[config.mk]
export PLATFORM = sky130hd
export DESIGN_NAME = seg7_scan_driver
export DESIGN_NICKNAME = d
export VERILOG_FILES = /design/src/rtl/seg7_scan_driver.sv
export SDC_FILE = /design/constraint.sdc
export NUM_CORES = 1
export LEC_CHECK = 0
export BUFFER_PORTS_ARGS = -buffer_cell sky130_fd_sc_hd__buf_2
export CAP_MARGIN = 20
export CORE_MARGIN = 5
export CORE_UTILIZATION = 50
export DETAILED_ROUTE_END_ITERATION = 10
export GPL_TIMING_DRIVEN = 0
export HOLD_SLACK_MARGIN = 0.15
export PLACE_DENSITY_LB_ADDON = 0.2
export SYNTH_ARGS = -nofsm -noshare
export SYNTH_HDL_FRONTEND = slang
export SYNTH_SLANG_ARGS = --single-unit
[constraint.sdc]
create_clock -name clk -period 2.4 [get_ports clk]
set_input_delay 0 -clock clk [delete_from_list [all_inputs] [get_ports clk]]
set_output_delay 0 -clock clk [all_outputs]
set_load 0.02 [all_outputs]
[src/rtl/seg7_scan_driver.sv]
// Time-multiplexed N-digit seven-segment driver with hex display or decimal display.
// Decimal values go through a sequential double-dabble converter; leading zeros can be blanked and overflow shows dashes.
module seg7_scan_driver #(
    parameter int DIGITS   = 4,
    parameter int BIN_W    = 14,
    parameter int SCAN_DIV = 50000
) (
    input  logic              clk,
    input  logic              reset,
    input  logic [BIN_W-1:0]  value,
    input  logic              load,
    input  logic              mode,
    input  logic              blank_lz,
    output logic              busy,
    output logic              overflow,
    output logic [6:0]        seg,
    output logic [DIGITS-1:0] an
);
    localparam int NW  = 4 * DIGITS;
    localparam int SCW = $clog2(SCAN_DIV);
    localparam int IW  = (DIGITS > 1) ? $clog2(DIGITS) : 1;
    localparam int CW  = $clog2(BIN_W + 1);

    function automatic logic [63:0] max_dec();
        logic [63:0] r;
        r = 64'd1;
        for (int i = 0; i < DIGITS; i++) r = r * 64'd10;
        return r - 64'd1;
    endfunction

    localparam logic [63:0] MAX_DEC = max_dec();

    function automatic logic [6:0] enc(input logic [3:0] n);
        case (n)
            4'h0: enc = 7'b0000001;
            4'h1: enc = 7'b1001111;
            4'h2: enc = 7'b0010010;
            4'h3: enc = 7'b0000110;
            4'h4: enc = 7'b1001100;
            4'h5: enc = 7'b0100100;
            4'h6: enc = 7'b0100000;
            4'h7: enc = 7'b0001111;
            4'h8: enc = 7'b0000000;
            4'h9: enc = 7'b0000100;
            4'hA: enc = 7'b0001000;
            4'hB: enc = 7'b1100000;
            4'hC: enc = 7'b0110001;
            4'hD: enc = 7'b1000010;
            4'hE: enc = 7'b0110000;
            default: enc = 7'b0111000;
        endcase
    endfunction

    typedef enum logic {S_IDLE, S_CONV} state_t;

    state_t           state;
    logic [BIN_W-1:0] shift;
    logic [NW-1:0]    bcd;
    logic [NW-1:0]    bcd_adj;
    logic [NW-1:0]    bcd_next;
    logic [CW-1:0]    step;
    logic             blank_pend;
    logic             ovf_pend;
    logic [NW-1:0]    disp;
    logic             blank_disp;
    logic             disp_valid;

    assign busy = (state == S_CONV);

    always_comb begin
        bcd_adj = bcd;
        for (int i = 0; i < DIGITS; i++) begin
            if (bcd[4*i +: 4] >= 4'd5) bcd_adj[4*i +: 4] = bcd[4*i +: 4] + 4'd3;
        end
        bcd_next = NW'({bcd_adj, shift[BIN_W-1]});
    end

    // Pending blank/overflow are applied only together with the finished BCD word.
    always_ff @(posedge clk) begin
        if (reset) begin
            state      <= S_IDLE;
            shift      <= '0;
            bcd        <= '0;
            step       <= '0;
            blank_pend <= 1'b0;
            ovf_pend   <= 1'b0;
            disp       <= '0;
            overflow   <= 1'b0;
            blank_disp <= 1'b0;
            disp_valid <= 1'b0;
        end else begin
            case (state)
                S_IDLE: begin
                    if (load) begin
                        if (mode) begin
                            state      <= S_CONV;
                            shift      <= value;
                            bcd        <= '0;
                            step       <= '0;
                            blank_pend <= blank_lz;
                            ovf_pend   <= (64'(value) > MAX_DEC);
                        end else begin
                            disp       <= NW'(value);
                            overflow   <= 1'b0;
                            blank_disp <= blank_lz;
                            disp_valid <= 1'b1;
                        end
                    end
                end
                default: begin
                    shift <= shift << 1;
                    bcd   <= bcd_next;
                    step  <= step + 1'b1;
                    if (step == CW'(BIN_W - 1)) begin
                        state      <= S_IDLE;
                        disp       <= bcd_next;
                        overflow   <= ovf_pend;
                        blank_disp <= blank_pend;
                        disp_valid <= 1'b1;
                    end
                end
            endcase
        end
    end

    logic [SCW-1:0] scan_cnt;
    logic [IW-1:0]  idx;
    logic [3:0]     nib;
    logic           nz_above;
    logic [6:0]     cur_seg;

    always_comb begin
        nib      = 4'h0;
        nz_above = 1'b0;
        for (int i = 0; i < DIGITS; i++) begin
            if (IW'(i) == idx) nib = disp[4*i +: 4];
            if ((IW'(i) >= idx) && (disp[4*i +: 4] != 4'h0)) nz_above = 1'b1;
        end
        if (overflow)
            cur_seg = 7'b1111110;
        else if (blank_disp && (idx != '0) && !nz_above)
            cur_seg = 7'b1111111;
        else
            cur_seg = enc(nib);
    end

    always_ff @(posedge clk) begin
        if (reset) begin
            scan_cnt <= '0;
            idx      <= '0;
            seg      <= 7'b1111111;
            an       <= '1;
        end else begin
            if (scan_cnt == SCW'(SCAN_DIV - 1)) begin
                scan_cnt <= '0;
                idx      <= (idx == IW'(DIGITS - 1)) ? '0 : idx + 1'b1;
            end else begin
                scan_cnt <= scan_cnt + 1'b1;
            end
            seg <= disp_valid ? cur_seg : 7'b1111111;
            an  <= disp_valid ? ~(DIGITS'(1) << idx) : '1;
        end
    end
endmodule

## Word level (Yosys, flattened, before mapping)

Memory sizes are Yosys's and may differ from the RTL's.
Cells that the tools add are included.
Widths: inputs -> output; s select.

- Output and inout bits: 13
- Memories: 1
- Bits in read-only memories: 112
- Bits of input ports: 19
- Word-level logic and storage cells: 112
- Register bits after elaboration: 85

Memory list:

| name | words | bits a word | rd ports | clocked after memory_dff | wr ports | RTL line | RTL |
|---|---|---|---|---|---|---|---|
| (no name shown) | 16 | 7 | 1 | 0 | 0 | 34 | `case (n)` |

- Bitwise logic cells: 3
- Reductions and logical operators: 23
- Multiplexer cells: 44
- Equality and inequality tests: 8
- Shift operators: 1
- Add/sub/neg operators: 7
- Order comparisons: 9

Operators with widths:

| cell | number |
|---|---|
| $mux 16 | 7 |
| $mux 14 | 3 |
| $mux 4 | 10 |
| $mux 1 | 22 |
| $add 16x1->16 const B | 1 |
| $eq 16x16->1 const B | 1 |
| $ge 4x3->1 const B | 4 |
| $reduce_bool 4->1 | 4 |
| $gt 14x14->1 const B | 1 |
| $add 4x2->4 const B | 3 |
| $logic_and 1x1->1 | 6 |
| $reduce_and 3->1 | 2 |
| $reduce_bool 2->1 | 3 |
| $reduce_or 2->1 | 3 |
| $add 4x1->4 const B | 1 |
| $eq 2x2->1 const A | 2 |
| $eq 4x4->1 const B | 1 |
| $ge 1x2->1 const A | 2 |
| $ge 2x2->1 const A | 2 |
| $ne 2x1->1 const B | 2 |
| $not 4->4 | 1 |
| $reduce_and 2->1 | 2 |
| $reduce_or 4->1 | 1 |
| $shl 1x2->4 const A | 1 |
| other kinds (9) | 10 |

## Depth between registers and ports, before layout

- Depth after elaboration: 10
- Gate-level depth with buffers: 12

## Worst setup path after synthesis

Ideal clock, no wire load.

- Path type: register to register
- Start point: reg idx[1]
- End point: reg seg[0]
- Path buffers: 1
- Arrival: 2185 ps
- Data required time: 2268 ps
- Stages on the path, launching flop included: 11
- Clock period less this slack: 2316 ps
- Slack: 84 ps
- Cells stage by stage: dfxtp_1 > inv_1 > ha_1 > buf_6 > nand3b_1 > a221oi_1 > inv_1 > ha_1 > and3_2 > a211oi_1 > o21ai_1

- Cells in the longest elaborated chain, start to end: 10

RTL lines:

| item | RTL line | RTL |
|---|---|---|
| from (decl) | 127 | `logic [IW-1:0] idx;` |
| from (signal assigned) | 156 | `idx <= (idx == IW'(DIGITS - 1)) ? '0 : idx + 1'b1;` |
| parallel branches: the longest is 8 deep, another holds $mem_v2 16x7 | -- |  |
| $mux 1 (*) | 141 | `else if (blank_disp && (idx != '0) && !nz_above)` |
| $mux 1 (*) | 139 | `if (overflow)` |
| to (signal assigned) | 160 | `seg <= disp_valid ? cur_seg : 7'b1111111;` |
| to (decl) | 16 | `output logic [6:0] seg,` |

Every way passes the cells marked *.
A chain may end at the register's enable or synchronous reset.

## Worst setup path after layout

Same ends and word-level chain as after synthesis.

==> results.ini <==
[status]
status = complete, no violations

[sta]
setup_ws_ps = 108.6
slew_violations = 0
tns_ps = 0
finalSetupViolCount = 0
timing.fmax_mhz = 436.4
worst_pin_slew_ps = 655.6
final-hold-violation-count = 0
period_minus_slack_ps = 2291
finClkSkew_ps = 8.354
period_share_pct = 95.48
rsz0062_at_grt = no
relSlewSlack_pct = 56.29

[cts]
root_buffer = clkbuf_8
path_clk_slew_ps = 80
cts.sinks = 85
numCtsBuffers = 9
ctsHtreeMaxLevel = 3
cts.path.max_buffers = 2
clkLatencyLatePin_ps = 350
cts_tree = done

[die]
placementRows = 33
die_area_mm2 = 0.01047
start_util_pct = 51.61
dieHeight_um = 102.3
core_region_area_mm2 = 0.008258
ios = 32
dieWidth_um = 102.3

[setup_path]
worst_ep_required_time_ps = 2620
critPathArrivalTime_ps = 2510
path_max_fanout = 10
r2r-end = seg[0]
worst-r2r-setup-slack_ps = 110
cp-end-kind = register
cp-start-kind = register
criticalPathCategory = register to register
r2r_cells = 10
critical_path.endpoint = seg[0]
crit_start = idx[1]
r2r-start = idx[1]

[grt]
grt_first_pass_wirelength_um = 17290
grt_usage_pct = 20.97
antenna_found_initial = 0
overflow = 0
grt_max_degree = 14
grt_pass1_vias = 3645

[min_path]
hp-start = load
hold_path.class = primary input to register

[finish]
antenna_cells = 0
post-route-util_pct = 59.89
layout-drive-gt1-share_pct = 12.52
area_delta_synth_final_pct = 16.06
nets = 613
mostFrequentLayoutCells = 83 x dfxtp_1, 64 x a21oi_1, 63 x nor2_1
layout_commonest_cell = dfxtp_1
fin_area_mm2 = 0.004946

[placed_design]
gp_congestion = 0.8906
place_ws_ps = -294.0
port_buffers = 28
dp_hpwl_um = 7503
dpl_cell_area_mm2 = 0.004533

[synth]
ys_seq_area_share_pct = 39.93
netlist.area_leader.share_pct = 39.93
ys_top_cells_by_area = dfxtp_1 40%, a21oi_1 7.5%, ha_1 6.8%
synth_edf_count = 0
synth-async-reset-ratio_pct = 0
synth_area_mm2 = 0.004262
syn-num-nets = 556
synth_flop_cell = dfxtp_1
synth_cell_types = 54
ys_ff_latch = 85
syn_avg_cell_area_um2 = 8.291
syn-instance-count = 514
yosys.area.top_type = dfxtp_1
yosysWarnings = 0

[power_and_ir_drop]
power.total_mw = 2.915
peakVddDrop_mv = 0.3962
p_leak_nw = 1.809
p_per_area_mw_per_mm2 = 589.4

[detailed_routing]
drtPass1Iterations = 5
initialDrtViolationCount = 222
vias = 3799
ant_nets = 0
wirelength_um = 10520
remaining_drc_errors = 0
wl_per_cell_um = 15.47
viasPerCell = 5.587

[flow_run]
cap_violations = 0

## kinds of logic after synthesis
| kind of cell | Yosys count | synth area share, % |
|---|---|---|
| buffers and inverters | 49 | 5.050 |
| XOR/XNOR | 21 | 4.316 |
| adder cells (fa/ha/maj) | 23 | 6.753 |
| AND/OR/NAND/NOR | 207 | 23.84 |
| AO/OA/AOI/OAI | 120 | 17.85 |
| multiplexers | 9 | 2.261 |
| flip-flops | 85 | 39.93 |
## where the power goes
group / total [mW] / switching (mW) / leakage (nW) / internal (mW)
Combinational: 0.340 / 0.206 / 1.01 / 0.135
Sequential: 1.48 / 0.0289 / 0.692 / 1.45
Clock: 1.09 / 0.510 / 0.103 / 0.583
## worst min path at each step
stage | endpoint | slack (ps) | cells past startpoint
after floorplan | blank_pend | 140 | 2
after CTS | shift[1] | 150 | 5
after detailed placement | blank_pend | 270 | 3
after global placement | blank_pend | 260 | 3
final | shift[1] | 170 | 5
after global routing | shift[2] | 220 | 5
## cell type report
class | instances | area (um^2)
Fill cell | 766 | 3312
Multi-Input combinational cell | 380 | 2372
Sequential cell | 85 | 1704
Timing Repair Buffer | 46 | 317.8
Buffer | 30 | 143.9
Clock buffer | 11 | 131.4
Tap cell | 105 | 131.4
Clock inverter | 4 | 73.82
Inverter | 19 | 71.32
## Yosys cell counts, types with 2 or more instances
cell / n
clkbuf_1: 19
a311oi_1: 5
a21oi_1: 64
o211ai_1: 6
nor3b_2: 2
a311oi_4: 2
nand2_1: 55
o21ai_1: 2
a221oi_1: 3
inv_1: 18
buf_2: 4
dfxtp_1: 85
nor3b_1: 11
nor3_1: 7
nor4_1: 4
nand3b_1: 3
buf_1: 2
and3_1: 2
xor2_1: 7
ha_1: 23
nor2b_1: 3
nand4_1: 3
nor2_1: 63
buf_6: 2
a22oi_1: 3
o221ai_1: 2
mux2i_1: 7
xnor2_1: 14
buf_4: 3
a211oi_1: 10
nand3_1: 29
a21o_1: 5
or3_1: 2
nor2_2: 3
o21ai_0: 12
nand2b_1: 11
## per-stage QoR
step,hold slack (ps),cells
2_1_floorplan,136.0,514
3_3_place_gp,261.1,647
3_5_place_dp,269.3,647
4_1_cts,151.5,680
5_1_grt,219.8,680
6_report,169.6,680
## flip-flops by register name, summed over array words and instances, names as in the netlist
register and cells:
bcd 16, disp 16, scan_cnt 16, shift 14, seg 7, an 4
step 4, idx 2, blank_disp 1, blank_pend 1, busy 1, disp_valid 1
overflow 1, ovf_pend 1
## what timing repair did
item	CTS	global route
hold buffers	17	0
setup buffers	1	0
endpoints found under the setup margin	6	2
hold endpoints to repair	36	0
gates resized for setup	3	5
pin swaps	1	2
## worst max-delay path, cell delays in order, from the launching register on
cell      delay (ps)
dfxtp_2          390
inv_1             70
ha_1             190
buf_6            130
nand3b_1         210
a221oi_4         390
inv_2            110
ha_1             210
and3_2           170
a211oi_1         200
o21ai_1           80
## per-layer routing
| metal | up-vias | share of wire [%] | GRT usage [%] |
|---|---|---|---|
| met5 | - | 0 | 0 |
| met3 | 19 | 5.0 | 3.754 |
| li1 | 1893 | - | - |
| met4 | 0 | 2.0 | 6.963 |
| met2 | 105 | 47 | 35.68 |
| met1 | 1782 | 46 | 26.85 |
No activity file was read; power rests on OpenSTA's default activity.
